$ cat src/rtl/fifo_arb_pkg.sv
// fifo_arb_pkg: shared types and constants for the FIFO sequencing arbiter.
//   - arb_state_e : controller states (idle, write, read, capture)
//   - NREQ_DEF/DW_DEF : default requester count and data width
//   - FIFO_DEPTH/FIFO_CAP : shift-register FIFO depth and usable capacity
//   - STAT_W : width of the optional statistics counters
//   - ptr_w() : width of an index into NREQ requesters
package fifo_arb_pkg;

    localparam int unsigned NREQ_DEF   = 4;
    localparam int unsigned DW_DEF     = 8;
    localparam int unsigned FIFO_DEPTH = 16;
    localparam int unsigned FIFO_CAP   = FIFO_DEPTH - 1;
    localparam int unsigned STAT_W     = 16;

    typedef enum logic [1:0] {
        StIdle,
        StWr,
        StRd,
        StCap
    } arb_state_e;

    function automatic int unsigned ptr_w(input int unsigned n);
        return (n > 1) ? $clog2(n) : 1;
    endfunction

endpackage

$ cat src/rtl/fifo_arbiter_if.sv
// fifo_arbiter_if: producer/consumer handshake and FIFO strobe bundle.
//   Producer side : wr_req[NREQ], wr_data[NREQ*DW], wr_gnt[NREQ]
//   Consumer side : rd_req, rd_valid, rd_data[DW]
//   FIFO side     : fifo_en, fifo_rd, fifo_wr, fifo_din[DW], fifo_dout[DW],
//                   fifo_full_n, fifo_empty_n (active-low flags)
// Modports: master = the arbiter, slave = producers/consumer/FIFO around it.
interface fifo_arbiter_if
    import fifo_arb_pkg::*;
#(
    parameter int unsigned NREQ = NREQ_DEF,
    parameter int unsigned DW   = DW_DEF
) ();

    logic [NREQ-1:0]    wr_req;
    logic [NREQ*DW-1:0] wr_data;
    logic [NREQ-1:0]    wr_gnt;
    logic               rd_req;
    logic               rd_valid;
    logic [DW-1:0]      rd_data;
    logic               fifo_en;
    logic               fifo_rd;
    logic               fifo_wr;
    logic [DW-1:0]      fifo_din;
    logic [DW-1:0]      fifo_dout;
    logic               fifo_full_n;
    logic               fifo_empty_n;

    modport master (
        input  wr_req, wr_data, rd_req, fifo_dout, fifo_full_n, fifo_empty_n,
        output wr_gnt, rd_valid, rd_data, fifo_en, fifo_rd, fifo_wr, fifo_din
    );

    modport slave (
        output wr_req, wr_data, rd_req, fifo_dout, fifo_full_n, fifo_empty_n,
        input  wr_gnt, rd_valid, rd_data, fifo_en, fifo_rd, fifo_wr, fifo_din
    );

endinterface

$ cat src/rtl/fifo_arbiter_rr_pick.sv
// fifo_arbiter_rr_pick: combinational round-robin requester picker.
//   req[NREQ] : request vector
//   ptr[PW]   : index where the search starts
//   gnt[NREQ] : one-hot of the first request found at or after ptr (wrapping)
//   idx[PW]   : binary index of that request
//   any       : at least one request is present
module fifo_arbiter_rr_pick
    import fifo_arb_pkg::*;
#(
    parameter int unsigned NREQ = NREQ_DEF,
    parameter int unsigned PW   = ptr_w(NREQ)
) (
    input  logic [NREQ-1:0] req,
    input  logic [PW-1:0]   ptr,
    output logic [NREQ-1:0] gnt,
    output logic [PW-1:0]   idx,
    output logic            any
);

    logic [PW-1:0] cand;

    always_comb begin
        gnt  = '0;
        idx  = '0;
        any  = 1'b0;
        cand = '0;
        for (int unsigned k = 0; k < NREQ; k++) begin
            cand = PW'((32'(ptr) + k) % NREQ);
            if (!any && req[cand]) begin
                any       = 1'b1;
                idx       = cand;
                gnt[cand] = 1'b1;
            end
        end
    end

endmodule

$ cat src/rtl/fifo_arbiter.sv
// fifo_arbiter: sequences NREQ producers and one consumer onto a single
// shift-register FIFO. Never issues read and write together; writers are served
// round-robin and reads alternate with writes when both are eligible.
//   clk, rst : clock, asynchronous active-low reset
//   bus      : fifo_arbiter_if.master (request/grant, read data, FIFO strobes)
// Optional feature macro FIFO_ARB_STATS_EN adds:
//   stat_wr_cnt, stat_rd_cnt : saturating counts of wr_gnt / rd_valid pulses
module fifo_arbiter
    import fifo_arb_pkg::*;
#(
    parameter int unsigned NREQ = NREQ_DEF,
    parameter int unsigned DW   = DW_DEF
) (
    input  logic              clk,
    input  logic              rst,
    fifo_arbiter_if.master    bus
`ifdef FIFO_ARB_STATS_EN
    ,
    output logic [STAT_W-1:0] stat_wr_cnt,
    output logic [STAT_W-1:0] stat_rd_cnt
`endif
);

    localparam int unsigned PW = ptr_w(NREQ);

    arb_state_e      state_q;
    logic [PW-1:0]   rr_ptr_q;
    logic            last_rd_q;

    logic [NREQ-1:0] pick_gnt;
    logic [PW-1:0]   pick_idx;
    logic            pick_any;
    logic [DW-1:0]   pick_data;
    logic            wr_ok;
    logic            rd_ok;
    logic            go_rd;
    logic            go_wr;

    fifo_arbiter_rr_pick #(
        .NREQ (NREQ),
        .PW   (PW)
    ) u_rr_pick (
        .req (bus.wr_req),
        .ptr (rr_ptr_q),
        .gnt (pick_gnt),
        .idx (pick_idx),
        .any (pick_any)
    );

    always_comb begin
        pick_data = '0;
        for (int unsigned i = 0; i < NREQ; i++) begin
            if (pick_gnt[i]) begin
                pick_data = bus.wr_data[i*DW +: DW];
            end
        end
        wr_ok = pick_any & bus.fifo_full_n;
        rd_ok = bus.rd_req & bus.fifo_empty_n;
        // When both are eligible the type not served last wins.
        go_rd = rd_ok & (~wr_ok | ~last_rd_q);
        go_wr = wr_ok & ~go_rd;
    end

    always_ff @(posedge clk or negedge rst) begin
        if (!rst) begin
            state_q      <= StIdle;
            rr_ptr_q     <= '0;
            last_rd_q    <= 1'b0;
            bus.wr_gnt   <= '0;
            bus.rd_valid <= 1'b0;
            bus.rd_data  <= '0;
            bus.fifo_en  <= 1'b0;
            bus.fifo_rd  <= 1'b0;
            bus.fifo_wr  <= 1'b0;
            bus.fifo_din <= '0;
        end else begin
            // Strobes and pulses are single-cycle unless set below.
            bus.wr_gnt   <= '0;
            bus.rd_valid <= 1'b0;
            bus.fifo_en  <= 1'b0;
            bus.fifo_rd  <= 1'b0;
            bus.fifo_wr  <= 1'b0;
            case (state_q)
                StIdle: begin
                    if (go_rd) begin
                        state_q     <= StRd;
                        bus.fifo_en <= 1'b1;
                        bus.fifo_rd <= 1'b1;
                        last_rd_q   <= 1'b1;
                    end else if (go_wr) begin
                        state_q      <= StWr;
                        bus.fifo_en  <= 1'b1;
                        bus.fifo_wr  <= 1'b1;
                        bus.fifo_din <= pick_data;
                        bus.wr_gnt   <= pick_gnt;
                        last_rd_q    <= 1'b0;
                        rr_ptr_q     <= (pick_idx == PW'(NREQ - 1)) ? '0 : pick_idx + PW'(1);
                    end
                end
                StWr:    state_q <= StIdle;
                StRd:    state_q <= StCap;
                StCap: begin
                    // FIFO output register updated on the RD edge; capture it now.
                    bus.rd_data  <= bus.fifo_dout;
                    bus.rd_valid <= 1'b1;
                    state_q      <= StIdle;
                end
                default: state_q <= StIdle;
            endcase
        end
    end

`ifdef FIFO_ARB_STATS_EN
    logic [STAT_W-1:0] stat_wr_q;
    logic [STAT_W-1:0] stat_rd_q;

    always_ff @(posedge clk or negedge rst) begin
        if (!rst) begin
            stat_wr_q <= '0;
            stat_rd_q <= '0;
        end else begin
            if ((|bus.wr_gnt) && (stat_wr_q != '1)) begin
                stat_wr_q <= stat_wr_q + STAT_W'(1);
            end
            if (bus.rd_valid && (stat_rd_q != '1)) begin
                stat_rd_q <= stat_rd_q + STAT_W'(1);
            end
        end
    end

    assign stat_wr_cnt = stat_wr_q;
    assign stat_rd_cnt = stat_rd_q;
`endif

endmodule

$ cat src/flat_wrapper.sv
// flat-port wrapper written by rule: the top's interface ports become plain ports
module fifo_arbiter_flat import fifo_arb_pkg::*;
#(
    parameter int unsigned NREQ = NREQ_DEF,
    parameter int unsigned DW   = DW_DEF
)
  (clk, rst, bus_wr_req, bus_wr_data, bus_rd_req, bus_fifo_dout, bus_fifo_full_n, bus_fifo_empty_n, bus_wr_gnt, bus_rd_valid, bus_rd_data, bus_fifo_en, bus_fifo_rd, bus_fifo_wr, bus_fifo_din);
  fifo_arbiter_if #(.NREQ(NREQ), .DW(DW)) bus_i ();
  input  logic clk;
  input  logic rst;
  input wire logic [$bits(bus_i.wr_req)-1:0] bus_wr_req;
  input wire logic [$bits(bus_i.wr_data)-1:0] bus_wr_data;
  input wire logic [$bits(bus_i.rd_req)-1:0] bus_rd_req;
  input wire logic [$bits(bus_i.fifo_dout)-1:0] bus_fifo_dout;
  input wire logic [$bits(bus_i.fifo_full_n)-1:0] bus_fifo_full_n;
  input wire logic [$bits(bus_i.fifo_empty_n)-1:0] bus_fifo_empty_n;
  output wire logic [$bits(bus_i.wr_gnt)-1:0] bus_wr_gnt;
  output wire logic [$bits(bus_i.rd_valid)-1:0] bus_rd_valid;
  output wire logic [$bits(bus_i.rd_data)-1:0] bus_rd_data;
  output wire logic [$bits(bus_i.fifo_en)-1:0] bus_fifo_en;
  output wire logic [$bits(bus_i.fifo_rd)-1:0] bus_fifo_rd;
  output wire logic [$bits(bus_i.fifo_wr)-1:0] bus_fifo_wr;
  output wire logic [$bits(bus_i.fifo_din)-1:0] bus_fifo_din;
  assign bus_i.wr_req = bus_wr_req;
  assign bus_i.wr_data = bus_wr_data;
  assign bus_i.rd_req = bus_rd_req;
  assign bus_i.fifo_dout = bus_fifo_dout;
  assign bus_i.fifo_full_n = bus_fifo_full_n;
  assign bus_i.fifo_empty_n = bus_fifo_empty_n;
  assign bus_wr_gnt = bus_i.wr_gnt;
  assign bus_rd_valid = bus_i.rd_valid;
  assign bus_rd_data = bus_i.rd_data;
  assign bus_fifo_en = bus_i.fifo_en;
  assign bus_fifo_rd = bus_i.fifo_rd;
  assign bus_fifo_wr = bus_i.fifo_wr;
  assign bus_fifo_din = bus_i.fifo_din;
  fifo_arbiter #(.NREQ(NREQ), .DW(DW)) u_core (.clk(clk), .rst(rst), .bus(bus_i));
endmodule
$ cat config.mk
export PLATFORM = sky130hd
export DESIGN_NAME = fifo_arbiter_flat
export DESIGN_NICKNAME = d
export VERILOG_FILES = /design/src/rtl/fifo_arb_pkg.sv /design/src/rtl/fifo_arbiter_if.sv /design/src/rtl/fifo_arbiter_rr_pick.sv /design/src/rtl/fifo_arbiter.sv /design/src/flat_wrapper.sv
export SDC_FILE = /design/constraint.sdc
export NUM_CORES = 1
export LEC_CHECK = 0
export CORE_MARGIN = 10
export CORE_UTILIZATION = 45
export CTS_BUF_LIST = sky130_fd_sc_hd__clkbuf_4 sky130_fd_sc_hd__clkbuf_8
export DETAILED_ROUTE_END_ITERATION = 10
export DONT_BUFFER_PORTS = 1
export PLACE_DENSITY_LB_ADDON = 0.25
export SLEW_MARGIN = 10
export SYNTH_ARGS = -nofsm -noshare
export SYNTH_HDL_FRONTEND = slang
export SYNTH_SLANG_ARGS = --single-unit
$ cat constraint.sdc
create_clock -name clk -period 9.2 [get_ports clk]
set_clock_uncertainty 0.2 [all_clocks]
set_input_delay 1.38 -clock clk [delete_from_list [all_inputs] [get_ports clk]]
set_output_delay 1.38 -clock clk [all_outputs]
set_load 0.03 [all_outputs]
==> out/metrics.cfg, run 1 <==
[logic_synthesis]
synth_edf_count=0
synthFlopType=dfrtp_1
yosys_warnings=0
syn-num-nets=260
synth-seq-cells=29
netlist_area_mm2=0.002026
postSynthCellCount=204
syn-mean-instance-area_um2=9.930
yosysSeqAreaShare=0.3582
synthArstFlopShare=1.000
synth.distinct_cells=52

[routing]
dr.pass1.iters=4
routedWlPerCell_um=21.54
drtIter0Drc=196
vias=1643
drc=0
via_per_inst=6.469
postRouteAntennaNets=0
wl_um=5472

[timing]
finalCritPeriodShare=0.4371
period_minus_slack_ps=4021
fmax_mhz=248.7
maxSlewViolCount=0
slew_headroom=0.4969
rsz0062_at_grt=false
worstMarginPinSlew_ps=754.7
final_hold_viol_count=0
finalSetupViolations=0
worst_slack_ps=5179
tns_ps=0

[power_and_ir_drop]
p_leak_nw=0.8742
ir_worst_vdd_uv=173.9
power_density_mw_per_mm2=403.3
p_total_mw=0.8558

[critical_path]
crit_type=reg -> reg
cp-start-kind=flop
path_delay_family=compound AO/OA/AOI/OAI gates
required_ps=9150
crit_path_top_delay_cell=dfrtp_1
crit_buf_inv=1
cp.arrival_ps=3970
slowest_delay_ps=830
path_cells=inv_1 > ha_1 > mux4_2 > and2_2 > o31a_1 > and2_1 > a311oi_1 > o31ai_1
path_max_fanout=22
worstSetupEndpointType=flop

[clock_network]
post_cts_resized=0
cts_tree=yes
cts_root_buf=clkbuf_8
cts_buffers=5
clk_latency_ps=270
htreeDepth=2
numClockSinks=29
hold_buffers=0
ctsLongestPathBuffers=2
postCtsSetupBuffers=0
clk_pin_slew_ps=60

[grt]
grt_pass1_wl_um=8638
grt.overflow.total=0
grt_usage=0.1445
grt_max_degree=30
grt_pass1_vias=1695
antenna_found_initial=0

[layout]
nFillCells=402
multiInputGateArea_mm2=0.001189
nNetsFinal=257
diodes=0
fin_area_mm2=0.002122
mostFrequentLayoutCell=dfrtp_1
area_growth_pct=4.756
most-common-layout-cells=dfrtp_1, nand2_1, nor2_1
layout.area.seq_um2=725.7
drive_above_1_share=0.1782

[status]
status=completed

[floorplanning]
die_w_um=87.10
ios=73
die_h_um=87.10
placementRows=24
start_util=0.4652
core-area_mm2=0.004354
die_area_mm2=0.007586

[placed_design]
gp_congestion=0.9465
pre_cts_ws_ps=5192
place_area_mm2=0.002021
portBuffers=0
hpwlAfterDp_um=4262

[min_path]
hold_path_class=reg -> reg

[flow_run]
cap_violations=0

-- synthesized netlist by cell type, drive strengths merged (3+ instances only) --
cell,number,area [µm²]
nor2,17,63.81
o31ai,8,60.06
clkbuf,3,11.26
inv,9,33.78
mux4,3,67.56
dfrtp,29,725.7
and2,5,32.53
a2111o,3,36.28
o21ai,5,25.02
mux2,8,90.09
nand2,21,93.84
mux2i,5,50.05
nand3,3,15.01
a21boi,8,60.06
buf,8,66.31
or3,7,48.80
ha,7,87.58
a2bb2oi,8,70.07
a21oi,12,63.81
a311oi,8,70.07
-- final timing paths --
| path | slack (ps) | startpoint | depth (start not counted) | endpoint |
|---|---|---|---|---|
| max | 5180 | flop | 8 | u_core.bus.fifo_din[5] |
| min in group asynchronous | 590 | rst | 0 | u_core.bus.fifo_din[0] |
| max in group asynchronous | 8130 | rst | 0 | u_core.rr_ptr_q[1] |
| min | 310 | u_core.state_q[0] | 1 | u_core.state_q[1] |
| max reg2reg | 5180 | flop | 8 | u_core.bus.fifo_din[5] |
| min reg2reg | 310 | u_core.state_q[0] | 1 | u_core.state_q[1] |
-- logic make-up (layout without fill, tap and decap cells) --
family	count (synthesis)	count (layout)	share of synthesized area
AO/OA/AOI/OAI	68	68	0.2761
XOR/XNOR	1	1	0.004324
adder cells (fa/ha/maj)	7	7	0.04323
buffers and inverters	20	18	0.05497
flip-flops	29	29	0.3582
multiplexers	16	16	0.1025
AND/OR/NAND/NOR	63	63	0.1606
-- flip-flops by register name (all words and copies together), names as in the netlist, named ones only --
register and cells:
u_core.bus.fifo_din 8, u_core.bus.fifo_en 1, u_core.bus.fifo_rd 1, u_core.bus.fifo_wr 1
u_core.bus.rd_data 8, u_core.bus.rd_valid 1, u_core.bus.wr_gnt 4, u_core.last_rd_q 1
u_core.rr_ptr_q 1, u_core.state_q 2
-- routing by layer --
metal	wire, µm	vias up	track usage
met1	1966	806	0.1486
li1	-	756	-
met5	0	-	0
met3	687	8	0.09738
met4	104	0	0.05217
met2	2714	73	0.2292
-- layout make-up --
class                      instances  share of cell area
clock buffer                       7             0.04540
clock inverter                     1            0.002358
inverter                           9             0.01592
multi-input combinational        155              0.5601
sequential                        29              0.3420
tap                               52             0.03066
timing repair buffer               1            0.003538
-- report_power, final --
| group | total (mW) | internal (mW) | leakage [nW] | switching (mW) |
|---|---|---|---|---|
| logic | 0.413 | 0.184 | 0.454 | 0.229 |
| clock network | 0.114 | 0.0674 | 0.0542 | 0.0470 |
| registers | 0.328 | 0.180 | 0.366 | 0.148 |
-- per-stage QoR --
stage                     utilization  cells  hold WS [ps]
after floorplan                     -    204         274.4
after global placement         0.4641    246         299.0
after detailed placement       0.4641    246         309.1
after CTS                      0.4874    254         318.3
after global routing           0.4874    254         351.2
final                          0.4874    254         313.8
Power figures use the tool's default switching activity.
==> run 2: changes to the inputs <==
clock period = 4.1 ns   (was 9.2 ns; I/O delays follow)
==> run 2 against run 1 <==
Compared with the run above: via count increased by 0.12%; worst setup slack got worse by 4400 ps; sequential share of layout area decreased by 0.54 points; hold slack got worse by 30 ps; utilization increased by 0.78 points; final area increased by 1.6%; clock-buffer cell count unchanged; wire length increased by 1.3%; first-iteration DRC count increased by 11%; fmax increased by 20%; critical endpoint is now u_core.bus.fifo_din[1]; largest cell class unchanged; largest power group unchanged; highest routed layer unchanged.
==> out/metrics.cfg, run 2 (synthesis results as in run 1) <==
[timing]
rsz0062_at_grt=false
period_minus_slack_ps=3349
slew_headroom=0.5291
finalCritPeriodShare=0.8167
fmax_mhz=298.6
final_hold_viol_count=0
finalSetupViolations=0
tns_ps=0
worstMarginPinSlew_ps=706.4
maxSlewViolCount=0

[layout]
drive_above_1_share=0.1854
diodes=0
utilization=0.4951
area_growth_pct=6.424
nNetsFinal=261
nFillCells=419
top_regs=u_core.bus.fifo_din x8, u_core.bus.rd_data x8, u_core.bus.wr_gnt x4
mostFrequentLayoutCell=dfrtp_1
most-common-layout-cells=dfrtp_1, nand2_1, nor2_1

[routing]
wl_um=5543
routedWlPerCell_um=21.57
vias=1645
postRouteAntennaNets=0
drc=0
drtIter0Drc=217
via_per_inst=6.401
dr.pass1.iters=4

[clock_network]
cts_tree=yes
ctsLongestPathBuffers=2
postCtsSetupBuffers=0
clk_pin_slew_ps=60
clk_latency_ps=280
numClockSinks=29
hold_buffers=2
htreeDepth=2
cts_root_buf=clkbuf_8
post_cts_resized=0
cts_buffers=5

[critical_path]
crit_type=reg -> reg
cp.arrival_ps=3300
worstSetupEndpointType=flop
required_ps=4050
cp-start-kind=flop
path_max_fanout=12

[power_and_ir_drop]
power_density_mw_per_mm2=896.6
p_total_mw=1.933
p_leak_nw=0.8912
ir_worst_vdd_uv=480.5

[floorplanning]
start_util=0.4652
core-area_mm2=0.004354
die_h_um=87.10
die_w_um=87.10
die_area_mm2=0.007586
ios=73
placementRows=24

[placed_design]
gp_congestion=0.9209
hpwlAfterDp_um=4234
portBuffers=0

[flow_run]
cap_violations=0

[grt]
grt_max_degree=30
antenna_found_initial=0
grt_pass1_wl_um=9121
grt.overflow.total=0
grt_usage=0.1503
grt_pass1_vias=1765

[min_path]
hold_path_class=in -> reg

[status]
status=completed

==> run 2: final timing paths <==
kind / from / endpoint / slack, ps / depth (start not counted)
setup / recovery: u_core.rr_ptr_q[1] / u_core.bus.fifo_din[1] / 750 / 8
hold / removal: bus_fifo_dout[2] / u_core.bus.rd_data[2] / 280 / 1
setup reg to reg: u_core.rr_ptr_q[1] / u_core.bus.fifo_din[1] / 750 / 8
hold reg to reg: u_core.last_rd_q / u_core.last_rd_q / 330 / 1
max in group asynchronous: rst / u_core.bus.fifo_rd / 2970 / 2
min in group asynchronous: rst / u_core.bus.fifo_din[7] / 570 / 2
==> run 2: cell type report <==
cell class	count	area, µm²	share of cell area
multi-input cells	155	1189	0.5514
flip-flops and latches	29	725.7	0.3366
clock buffers	7	90.09	0.04179
well taps	52	65.06	0.03018
repair buffers	5	52.55	0.02438
inverters	9	33.78	0.01567
==> run 2: per-stage QoR <==
stage	instances	cell area (µm²)	hold WS [ps]	setup slack, ps
finish	257	2156	283.3	751.3
global route	257	2156	272.1	568.2
CTS	257	2156	280.0	753.7
detailed placement	248	2036	120.3	779.6
floorplan	204	2026	119.4	664.3
global placement	248	2036	120.3	905.1
==> run 2: worst max-delay path, stage by stage (launching register included) <==
cell      delay (ps)
dfrtp_1          340
inv_1            110
ha_1             400
mux4_2           660
and2_2           240
o31a_1           360
and2_1           290
a311oi_1         490
o31ai_1          130
==> run 2: where the power goes <==
group	switching (mW)	leakage (nW)	internal, mW
clock	0.103	0.0477	0.139
combinational	0.577	0.478	0.427
sequential	0.282	0.366	0.405
total	0.961	0.891	0.971
==> run 2: metal layers <==
metal  track usage  vias up  wire, µm
met1        0.1655      795      2107
li1              -      764         -
met4       0.03478        0        32
met3       0.08333        4       651
met2        0.2472       82      2751
met5             0        -         0
